**config.mk**
```make
export PLATFORM = sky130hd
export DESIGN_NAME = imem_fetch_ctrl
export DESIGN_NICKNAME = d
export VERILOG_FILES = /design/src/rtl/rv_pkg.sv /design/src/rtl/fetch_fifo.sv /design/src/rtl/imem_fetch_ctrl.sv
export SDC_FILE = /design/constraint.sdc
export NUM_CORES = 1
export LEC_CHECK = 0
export CORE_MARGIN = 2
export CORE_UTILIZATION = 52
export CTS_CLUSTER_SIZE = 10
export DETAILED_ROUTE_END_ITERATION = 8
export PLACE_DENSITY = 0.76
export SKIP_LAST_GASP = 1
export SYNTH_ARGS = -nofsm -noshare
export SYNTH_HDL_FRONTEND = slang
export SYNTH_SLANG_ARGS = --single-unit
```
**constraint.sdc**
```tcl
create_clock -name clk -period 2.3 [get_ports clk]
set_input_delay 0.345 -clock clk [delete_from_list [all_inputs] [get_ports clk]]
set_output_delay 0.345 -clock clk [all_outputs]
set_load 0.01 [all_outputs]
```
**src/rtl/rv_pkg.sv**
```systemverilog
// Shared RISC-V pipeline definitions: data width, NOP encoding, reset PC.
package rv_pkg;

    localparam int XLEN = 32;
    localparam logic [XLEN-1:0] NOP = 32'h0000_0013;
    localparam logic [XLEN-1:0] RESET_PC_DEFAULT = 32'h0000_0000;

    // Number of set bits in an 8-bit vector (in-flight request count).
    function automatic logic [3:0] popcount8(input logic [7:0] v);
        logic [3:0] n;
        n = 4'd0;
        for (int i = 0; i < 8; i++) begin
            n = n + {3'b000, v[i]};
        end
        return n;
    endfunction

endpackage

```
**src/rtl/fetch_fifo.sv**
```systemverilog
// Show-ahead instruction buffer: {instr, pc} entries, strict FIFO order,
// synchronous flush, simultaneous push/pop allowed.
module fetch_fifo
    import rv_pkg::*;
#(
    parameter int DEPTH = 4
) (
    input  logic                       clk,
    input  logic                       rst_n,
    input  logic                       flush,
    input  logic                       push,
    input  logic [XLEN-1:0]            push_instr,
    input  logic [XLEN-1:0]            push_pc,
    input  logic                       pop,
    output logic [XLEN-1:0]            head_instr,
    output logic [XLEN-1:0]            head_pc,
    output logic [$clog2(DEPTH+1)-1:0] count
);

    localparam int PTR_W = $clog2(DEPTH);
    localparam int CNT_W = $clog2(DEPTH + 1);

    logic [XLEN-1:0]  mem_instr_r [DEPTH];
    logic [XLEN-1:0]  mem_pc_r    [DEPTH];
    logic [PTR_W-1:0] wr_ptr_r;
    logic [PTR_W-1:0] rd_ptr_r;
    logic [CNT_W-1:0] count_r;

    // Pointer increment with wrap at DEPTH (DEPTH need not be a power of two).
    function automatic logic [PTR_W-1:0] next_ptr(input logic [PTR_W-1:0] p);
        if (p == PTR_W'(DEPTH - 1)) begin
            return {PTR_W{1'b0}};
        end else begin
            return p + PTR_W'(1);
        end
    endfunction

    // Entry storage: written on push unless the buffer is being flushed.
    always_ff @(posedge clk or negedge rst_n) begin
        if (!rst_n) begin
            for (int i = 0; i < DEPTH; i++) begin
                mem_instr_r[i] <= NOP;
                mem_pc_r[i]    <= {XLEN{1'b0}};
            end
        end else if (push && !flush) begin
            mem_instr_r[wr_ptr_r] <= push_instr;
            mem_pc_r[wr_ptr_r]    <= push_pc;
        end else begin
            mem_instr_r[wr_ptr_r] <= mem_instr_r[wr_ptr_r];
            mem_pc_r[wr_ptr_r]    <= mem_pc_r[wr_ptr_r];
        end
    end

    // Pointer and occupancy bookkeeping; flush empties the buffer.
    always_ff @(posedge clk or negedge rst_n) begin
        if (!rst_n) begin
            wr_ptr_r <= {PTR_W{1'b0}};
            rd_ptr_r <= {PTR_W{1'b0}};
            count_r  <= {CNT_W{1'b0}};
        end else if (flush) begin
            wr_ptr_r <= {PTR_W{1'b0}};
            rd_ptr_r <= {PTR_W{1'b0}};
            count_r  <= {CNT_W{1'b0}};
        end else begin
            wr_ptr_r <= push ? next_ptr(wr_ptr_r) : wr_ptr_r;
            rd_ptr_r <= pop  ? next_ptr(rd_ptr_r) : rd_ptr_r;
            case ({push, pop})
                2'b10:   count_r <= count_r + CNT_W'(1);
                2'b01:   count_r <= count_r - CNT_W'(1);
                default: count_r <= count_r;
            endcase
        end
    end

    assign head_instr = mem_instr_r[rd_ptr_r];
    assign head_pc    = mem_pc_r[rd_ptr_r];
    assign count      = count_r;

endmodule

```
**src/rtl/imem_fetch_ctrl.sv**
```systemverilog
// Instruction fetch front end: issues BRAM reads against a credit limit,
// tracks each request's PC through a LAT-deep pipe, and buffers returned
// words for Decode. Redirects flush everything in flight.
module imem_fetch_ctrl
    import rv_pkg::*;
#(
    parameter int              LAT      = 2,
    parameter int              DEPTH    = 4,
    parameter logic [XLEN-1:0] RESET_PC = RESET_PC_DEFAULT
) (
    input  logic            clk,
    input  logic            rst_n,
    output logic            imem_req,
    output logic [XLEN-1:0] imem_addr,
    input  logic [XLEN-1:0] imem_rdata,
    input  logic            redirect_valid,
    input  logic [XLEN-1:0] redirect_pc,
    output logic            f_valid,
    output logic [XLEN-1:0] f_instr,
    output logic [XLEN-1:0] f_pc,
    input  logic            d_ready
);

    localparam int CNT_W = $clog2(DEPTH + 1);
    localparam logic [XLEN-1:0] START_PC = {RESET_PC[XLEN-1:2], 2'b00};

    if (LAT < 1 || LAT > 8) begin : g_bad_lat
        $error("imem_fetch_ctrl: LAT must be in 1..8");
    end
    if (DEPTH < LAT + 2) begin : g_bad_depth
        $error("imem_fetch_ctrl: DEPTH must be at least LAT+2");
    end

    logic [XLEN-1:0]  pc_r;
    logic [XLEN-1:0]  last_pc_r;
    logic [LAT-1:0]   pipe_valid_r;
    logic [XLEN-1:0]  pipe_pc_r [LAT];
    logic [3:0]       inflight_s;
    logic [31:0]      occ_s;
    logic [CNT_W-1:0] fifo_count_s;
    logic [XLEN-1:0]  head_instr_s;
    logic [XLEN-1:0]  head_pc_s;
    logic             push_s;
    logic             pop_s;
    logic             unused_s;

    assign unused_s = ^redirect_pc[1:0];

    // Credit: in-flight plus buffered must stay below DEPTH; this cycle's pop is not counted.
    always_comb begin
        inflight_s = popcount8(8'(pipe_valid_r));
        occ_s      = 32'(inflight_s) + 32'(fifo_count_s);
        if (rst_n && !redirect_valid && (occ_s < 32'(DEPTH))) begin
            imem_req = 1'b1;
        end else begin
            imem_req = 1'b0;
        end
    end

    assign imem_addr = pc_r;

    // Fetch PC: load word-aligned redirect target, else advance on each issued request.
    always_ff @(posedge clk or negedge rst_n) begin
        if (!rst_n) begin
            pc_r <= START_PC;
        end else if (redirect_valid) begin
            pc_r <= {redirect_pc[XLEN-1:2], 2'b00};
        end else if (imem_req) begin
            pc_r <= pc_r + 32'd4;
        end else begin
            pc_r <= pc_r;
        end
    end

    // Request valid pipe: reset or redirect kills every outstanding request.
    always_ff @(posedge clk or negedge rst_n) begin
        if (!rst_n) begin
            pipe_valid_r <= {LAT{1'b0}};
        end else if (redirect_valid) begin
            pipe_valid_r <= {LAT{1'b0}};
        end else begin
            pipe_valid_r[0] <= imem_req;
            for (int i = 1; i < LAT; i++) begin
                pipe_valid_r[i] <= pipe_valid_r[i-1];
            end
        end
    end

    // Request PC pipe: travels alongside the valid bits so data pairs with its address.
    always_ff @(posedge clk or negedge rst_n) begin
        if (!rst_n) begin
            for (int i = 0; i < LAT; i++) begin
                pipe_pc_r[i] <= {XLEN{1'b0}};
            end
        end else begin
            pipe_pc_r[0] <= pc_r;
            for (int i = 1; i < LAT; i++) begin
                pipe_pc_r[i] <= pipe_pc_r[i-1];
            end
        end
    end

    assign push_s = pipe_valid_r[LAT-1] && !redirect_valid;
    assign pop_s  = f_valid && d_ready;

    fetch_fifo #(
        .DEPTH (DEPTH)
    ) u_fifo (
        .clk        (clk),
        .rst_n      (rst_n),
        .flush      (redirect_valid),
        .push       (push_s),
        .push_instr (imem_rdata),
        .push_pc    (pipe_pc_r[LAT-1]),
        .pop        (pop_s),
        .head_instr (head_instr_s),
        .head_pc    (head_pc_s),
        .count      (fifo_count_s)
    );

    // Decode-facing view of the buffer head; NOP and held PC when empty.
    always_comb begin
        if (fifo_count_s != {CNT_W{1'b0}}) begin
            f_valid = 1'b1;
            f_instr = head_instr_s;
            f_pc    = head_pc_s;
        end else begin
            f_valid = 1'b0;
            f_instr = NOP;
            f_pc    = last_pc_r;
        end
    end

    // Remember the last presented PC so f_pc holds while the buffer is empty.
    always_ff @(posedge clk or negedge rst_n) begin
        if (!rst_n) begin
            last_pc_r <= START_PC;
        end else begin
            last_pc_r <= f_pc;
        end
    end

endmodule
```
Word level (Yosys, flattened, before mapping)
Index checks and enable logic that the tools add are counted.
{ "word_totals": {"register_bits": 393, "inputBits": 68, "out_inout_bits": 98, "wordCells": 80} }
{ "op_classes": {"n_addsub": 7, "n_lt_le_gt_ge": 4, "eq_ne": 4, "mux": 35, "n_bitwise": 2, "n_reduce_logical": 12} }
{ "op_table": {"columns": ["cell", "count"], "rows": [
  ["$bwmux 128", 4],
  ["$mux 32", 13],
  ["$bmux 32 s2", 4],
  ["$mux 128", 2],
  ["$demux 32 s2", 1],
  ["$add 32x3->32 const B", 1],
  ["$mux 2", 7],
  ["$eq 2x2->1 const B", 3],
  ["$ge 3x3->1 const B", 2],
  ["$logic_and 1x1->1", 6],
  ["$not 2->3", 2],
  ["$pmux 3 s2", 1],
  ["$reduce_bool 2->1", 3],
  ["$reduce_bool 3->1", 2],
  ["$add 2x1->2 const B", 2],
  ["$add 2x3->4", 1],
  ["$lt 4x3->1 const B", 1],
  ["$add 3x1->3 const B", 1],
  ["$lt 3x1->1 const B", 1],
  ["$mux 3", 1],
  ["$sub 3x1->3 const B", 1],
  ["$add 1x1->2", 1],
  ["$eq 2x1->1 const B", 1],
  ["$mux 1", 2],
  ["$logic_not 1->1", 1]
]} }

Longest topological paths before layout
{ "depth": {"word_depth": 7, "ltp_mapped": 9, "mapped_depth_nobuf": 8} }

Cells and area by module
A second synthesis with hierarchy kept.
{ "unflattened": {"cells_unflattened": 1730, "hier_area_um2": 19945.4} }
{ "modules_own_cells": {"columns": ["mod", "n_inst", "cells_per_inst", "area_per_inst_um2", "seq_area_each_um2"], "rows": [
  ["fetch_fifo", 1, 1319, 14850.5, 6596.3],
  ["imem_fetch_ctrl", 1, 411, 5094.9, 3103.0]
]} }

Least setup slack after synthesis
Ideal clock, no wire load.
{ "synth_timing": {"kind": "flip-flop to flip-flop", "startpoint": "register u_fifo.count_r[1], in the netlist u_fifo.count[1]", "endpoint": "register u_fifo.count_r[2], in the netlist u_fifo.count[2]", "setup_ns": 0.122, "arrival_time_ns": 2.023, "required_ns": 2.178, "path_slack_ns": 0.155, "stages_incl_launch_ff": 9, "path_buffers": 0, "period_less_slack_ns": 2.145, "cell_sequence": "dfrtp_1 > nor3_2 > inv_2 > nand2_2 > a21oi_1 > fa_1 > nand3b_1 > o21ai_0 > a2111oi_1"} }
{ "synth_between": {"elab_chain_len": 6, "word_cells_on_any_way": 10, "cone_classes": "add/sub (2); eq/ne (2); mux (3); reduce/logical (3)"} }
{ "synth_rtl": {"columns": ["element", "line_no", "source"], "rows": [
  ["start, declared", "fetch_fifo.sv:27", "logic [CNT_W-1:0] count_r;"],
  ["start signal, assigned", "fetch_fifo.sv:59", "count_r <= {CNT_W{1'b0}};"],
  ["start signal, assigned", "fetch_fifo.sv:63", "count_r <= {CNT_W{1'b0}};"],
  ["start signal, assigned", "fetch_fifo.sv:68", "2'b10: count_r <= count_r + CNT_W'(1);"],
  ["$reduce_bool 3->1", "imem_fetch_ctrl.sv:123", "if (fifo_count_s != {CNT_W{1'b0}}) begin"],
  ["$mux 1", "imem_fetch_ctrl.sv:123", null],
  ["$logic_and 1x1->1", "imem_fetch_ctrl.sv:104", "assign pop_s = f_valid && d_ready;"],
  ["$eq 2x1->1 / $eq 2x2->1 (equally long branches)", "fetch_fifo.sv:67", "case ({push, pop})"],
  ["$pmux 3 s2", "fetch_fifo.sv:67", null],
  ["$mux 3", "fetch_fifo.sv:60", "end else if (flush) begin"]
]} }
Several ways; a longest one is shown, not always the timed one.
A chain may end at the register's enable or synchronous reset.

Final worst setup path
{ "layout_timing": {"startpoint": "register u_fifo.rd_ptr_r[0]", "endpoint": "output port f_instr[14]"} }
{ "layout_between": {"elab_chain_len": 5} }
{ "layout_rtl": {"columns": ["element", "line_no", "source"], "rows": [
  ["start, declared", "fetch_fifo.sv:26", "logic [PTR_W-1:0] rd_ptr_r;"],
  ["start signal, assigned", "fetch_fifo.sv:58", "rd_ptr_r <= {PTR_W{1'b0}};"],
  ["start signal, assigned", "fetch_fifo.sv:62", "rd_ptr_r <= {PTR_W{1'b0}};"],
  ["start signal, assigned", "fetch_fifo.sv:66", "rd_ptr_r <= pop ? next_ptr(rd_ptr_r) : rd_ptr_r;"],
  ["$not 2->3 (not written as such)", "fetch_fifo.sv:75", "assign head_instr = mem_instr_r[rd_ptr_r];"],
  ["$bmux 32 s2", "fetch_fifo.sv:75", null],
  ["$mux 32 (not written as such) (2 in a row)", "fetch_fifo.sv:75", null],
  ["$mux 32", "imem_fetch_ctrl.sv:123", null],
  ["end, declared", "imem_fetch_ctrl.sv:19", "output logic [XLEN-1:0] f_instr,"]
]} }
Every way passes these cells. The select of a mux whose other input is x is not followed.

==> results.txt <==
The number of clock buffers added by TritonCTS is 45. The aggregate global routing overflow came out at 0. The met3 wire length is 3330 um. The die covers 35,600 um2. After Yosys synthesis, XOR and XNOR cells account for 1.38% of the synthesized area. The count of max-cap constraint violations is 0. The number of antenna violations at the first check in global routing came out at 0.

For this run, the total global-route usage over all layers was measured as 25.7%. The total vias in the final route came out at 13,200. The final reports fail on negative setup slack.

For this design, the sink count on the clock tree is 387. Yosys printed 0 warnings. The global placement routability congestion came out at 0.815. Sorting the synthesized cells by area gives the leading types as sky130_fd_sc_hd__dfrtp_1, sky130_fd_sc_hd__mux4_2, sky130_fd_sc_hd__a21oi_1. The worst setup path is captured at a primary output. Measured against its own limit, the worst slew margin works out to 49.3%. The minimum clock period is 2.58 ns. The number of detailed-route iterations in the first pass came out at 7. Entering global routing, the biggest net connects 142 pins. Along the worst path, the maximum fanout reaches 8. The number of cells traversed by the worst register-to-register path came out at 10.

Yosys mapped the design onto 47 distinct sky130hd cell types. The number of placed I/O pins is 166. The category of the critical setup timing path is reg2out.

The die is 189 um wide. The first routing iteration left 1,150 violations. Summing the areas of all fa, ha and maj instances in the mapped netlist gives 0.606% of the synthesized area. The flow ran to the end, but the final reports show violations. Summing the areas of all compound-gate instances in the mapped netlist gives 8.43% of the synthesized area. The per-instance average area after synthesis is 11.6 um2. The count of unresolved DRC violations after routing is 0. The worst hold path belongs to the class reg2reg. The first-pass GRT wire length came out at 72,800 um. The post-layout utilization of the core is 67.2%. After synthesis, flip-flops and latches occupy 54.6% of the total area. The share of final-layout standard cells stronger than drive strength 1 is 27.0%. The site row count came out at 67.

The final max-slew violation count was 0. The fraction of post-synthesis cell area in the top cell type by area is 52.9%. The number of fill cells in the layout is 2,341. The overall die height came out at 189 um. Relative to the synthesized area, the layout overhead comes to 27.2%. Data on the critical path is required at its endpoint by 1.96 ns. The worst hold path was traced through 0 stages. The count of buffers inserted at the top-level ports came out at 161. The final-report setup violation count came out at 64. The post-synthesis mux area share came out at 20.5%. The critical hold path startpoint is pipe_pc_r[62]. The detailed router used layers up to and including met4.

Of the total synthesized cell area, the portion taken by AND, OR, NAND and NOR gates is 11.6%. The standard cell core area is 33,600 um2. The final setup skew is 0.0180 ns. The power density of the placed cells came out at 1270 nW/um2. The clock tree root driver cell is sky130_fd_sc_hd__clkbuf_16. The final routed wire length divided by cell count came out at 20.8 um.

The cell type with the largest total area after synthesis is sky130_fd_sc_hd__dfrtp_1. STA classifies the critical path startpoint as a flip-flop. IR analysis of the VDD net gives a maximum drop of 711 uV.

The via count of the first global-routing pass was 13,500. The half-perimeter wire length after placement came out at 26,600 um. Clock-pin slew was measured on the worst setup and hold paths at 0.06 ns. Based on the critical path, the design can be clocked at up to 387 MHz. The detailed-route vias per instance came out at 5.99. In this run the number of H-tree levels came out at 2.

The flop-to-flop setup slack is 0.10 ns. The cell leakage power is 9.23 nW. The number of nets in the finished design came out at 1,821. At the pin with the least slew margin, the transition time is 0.760 ns. Setup repair after global routing could not meet its margin everywhere. The number of flip-flops and latches in the synthesized netlist is 387. The critical path ends at f_instr[14]. The residual antenna-violating net count after detailed routing came out at 0. The startpoint identified for the worst register-to-register timing path is u_fifo.count[0].

The start point of the critical path is u_fifo.rd_ptr_r[0]. The clock latency on the worst-skew pair is 0.54 ns. Detailed routing placed a total of 22,600 um of wire on met2. After synthesis, the largest family of logic cells by area is multiplexers.

The signal arrival time at the worst endpoint came out at 2.24 ns. The wire length on met1 is 18,900 um. The worst register-to-register path ends at u_fifo.count[2]. The pre-CTS setup slack came out at -0.0587 ns. For this configuration, the core starts out at a cell density of 52.8%. TritonCTS built the clock tree. Registers take 9710 um2. The total area of multi-input combinational cells came out at 7850 um2. The repair_antennas step left the layout with diodes totalling 0. The final clock period utilization by the worst path came out at 112%. The post-layout worst setup margin came out at -0.282 ns. The cell area that synthesis handed to floorplanning was 17,800 um2. The aggregate routed wire length is 46,000 um. The number of cells produced by synthesis came out at 1,526. The final hold violation count is 0. The buffer depth of the longest clock path came out at 3.
[layout by cell type (no fill, tap or decap), types with 9 or more instances in the layout]
cell type and n:
sky130_fd_sc_hd__nand3_1 14, sky130_fd_sc_hd__clkbuf_16 48, sky130_fd_sc_hd__nand2_2 36, sky130_fd_sc_hd__mux2i_1 65
sky130_fd_sc_hd__dfstp_2 12, sky130_fd_sc_hd__xor2_1 23, sky130_fd_sc_hd__nand2_1 90, sky130_fd_sc_hd__and2_1 15
sky130_fd_sc_hd__nor2_1 263, sky130_fd_sc_hd__nand2_4 10, sky130_fd_sc_hd__and2_4 19, sky130_fd_sc_hd__clkdlybuf4s50_1 93
sky130_fd_sc_hd__nand4_1 16, sky130_fd_sc_hd__o21ai_0 28, sky130_fd_sc_hd__a21oi_1 251, sky130_fd_sc_hd__mux2_2 9
sky130_fd_sc_hd__buf_2 24, sky130_fd_sc_hd__clkbuf_1 14, sky130_fd_sc_hd__buf_6 61, sky130_fd_sc_hd__mux4_2 128
sky130_fd_sc_hd__dfrtp_1 371, sky130_fd_sc_hd__buf_4 59, sky130_fd_sc_hd__buf_12 37
[Yosys cell counts, drive strengths merged]
cell type	instances
or2	3
conb	1
buf	34
a211oi	3
and3	4
nor2	263
nand3b	1
a22oi	1
mux4	128
nand2	136
nand3	15
xnor2	5
and2	34
a31oi	3
or3	1
or4	2
a21oi	252
o21ai	28
a2111oi	1
a311oi	1
nand4b	1
o31ai	2
mux2	9
mux2i	65
ha	7
inv	6
nor3	6
nand4	17
and4	1
dfrtp	375
a21o	1
nand2b	1
dfstp	12
nor2b	2
fa	1
xor2	23
clkbuf	81
[worst min-delay path by stage]
stage               slack (ns)                endpoint
floorplan                 0.05           imem_addr[10]
global placement          0.33  u_fifo.mem_instr_r[68]
detailed placement        0.32   u_fifo.mem_instr_r[4]
CTS                       0.33           imem_addr[31]
global route              0.35           pipe_pc_r[22]
finish                    0.35           pipe_pc_r[30]
[cells by family after synthesis]
group           Yosys count
other cells               1
fa+ha+maj                 8
mux                     202
buf+inv                 121
xor+xnor                 28
flops                   387
compound gates          292
simple gates            487
[state kept, by name, summed over array words and instances (netlist names)]
register	flops
last_pc_r	32
pipe_valid_r	2
u_fifo.wr_ptr_r	2
u_fifo.mem_pc_r	128
imem_addr	30
pipe_pc_r	60
u_fifo.rd_ptr_r	2
u_fifo.mem_instr_r	128
u_fifo.count	3
[worst max-delay path: stages (launching register included)]
cell	delay [ns]
sky130_fd_sc_hd__dfrtp_4	0.54
sky130_fd_sc_hd__buf_12	0.17
sky130_fd_sc_hd__buf_12	0.14
sky130_fd_sc_hd__buf_12	0.13
sky130_fd_sc_hd__mux4_2	0.43
sky130_fd_sc_hd__and2_4	0.18
sky130_fd_sc_hd__buf_6	0.11
[area by class of cell]
cell class	instances	share of cell area (%)
inverters	6	0.172
well taps	448	2.48
repair buffers	286	14.0
clock buffers	61	5.34
multi-input cells	1019	34.8
flip-flops and latches	387	43.0
clock inverters	4	0.205
[routing by layer]
metal	global-route usage, %	up-vias
met5	0	-
met4	7.03	0
met3	4.28	96
met2	41.6	569
met1	36.4	6738
li1	-	5835
[per-stage QoR]
stage          cell area, um2  hold WS, ns  instances  setup TNS, ns  total power [mW]
6_report                22600        0.346       2211         -12.78              28.8
5_1_grt                 22600        0.355       2211         -16.06              30.2
4_1_cts                 22300        0.331       2198         -13.23              27.9
3_5_place_dp            20400        0.323       2082         -0.455              20.1
3_3_place_gp            20400        0.325       2082         -0.404              19.7
2_1_floorplan           17800       0.0494       1527              0              15.7
[what timing repair did]
item,CTS,global route
pin swaps,81,16
endpoints found under the hold margin,105,0
gates cloned,5,4
setup endpoints to repair,66,69
hold buffers,1,0
gates resized for setup,371,52
setup buffers,45,13
[where the power goes]
part / internal [mW] / total (mW) / switching, mW / leakage (nW)
combinational: 6.63 / 12.3 / 5.71 / 4.53
clock: 3.62 / 6.23 / 2.61 / 0.608
sequential: 8.79 / 10.2 / 1.39 / 4.09
Note: power is estimated with default switching activity, not from simulation.
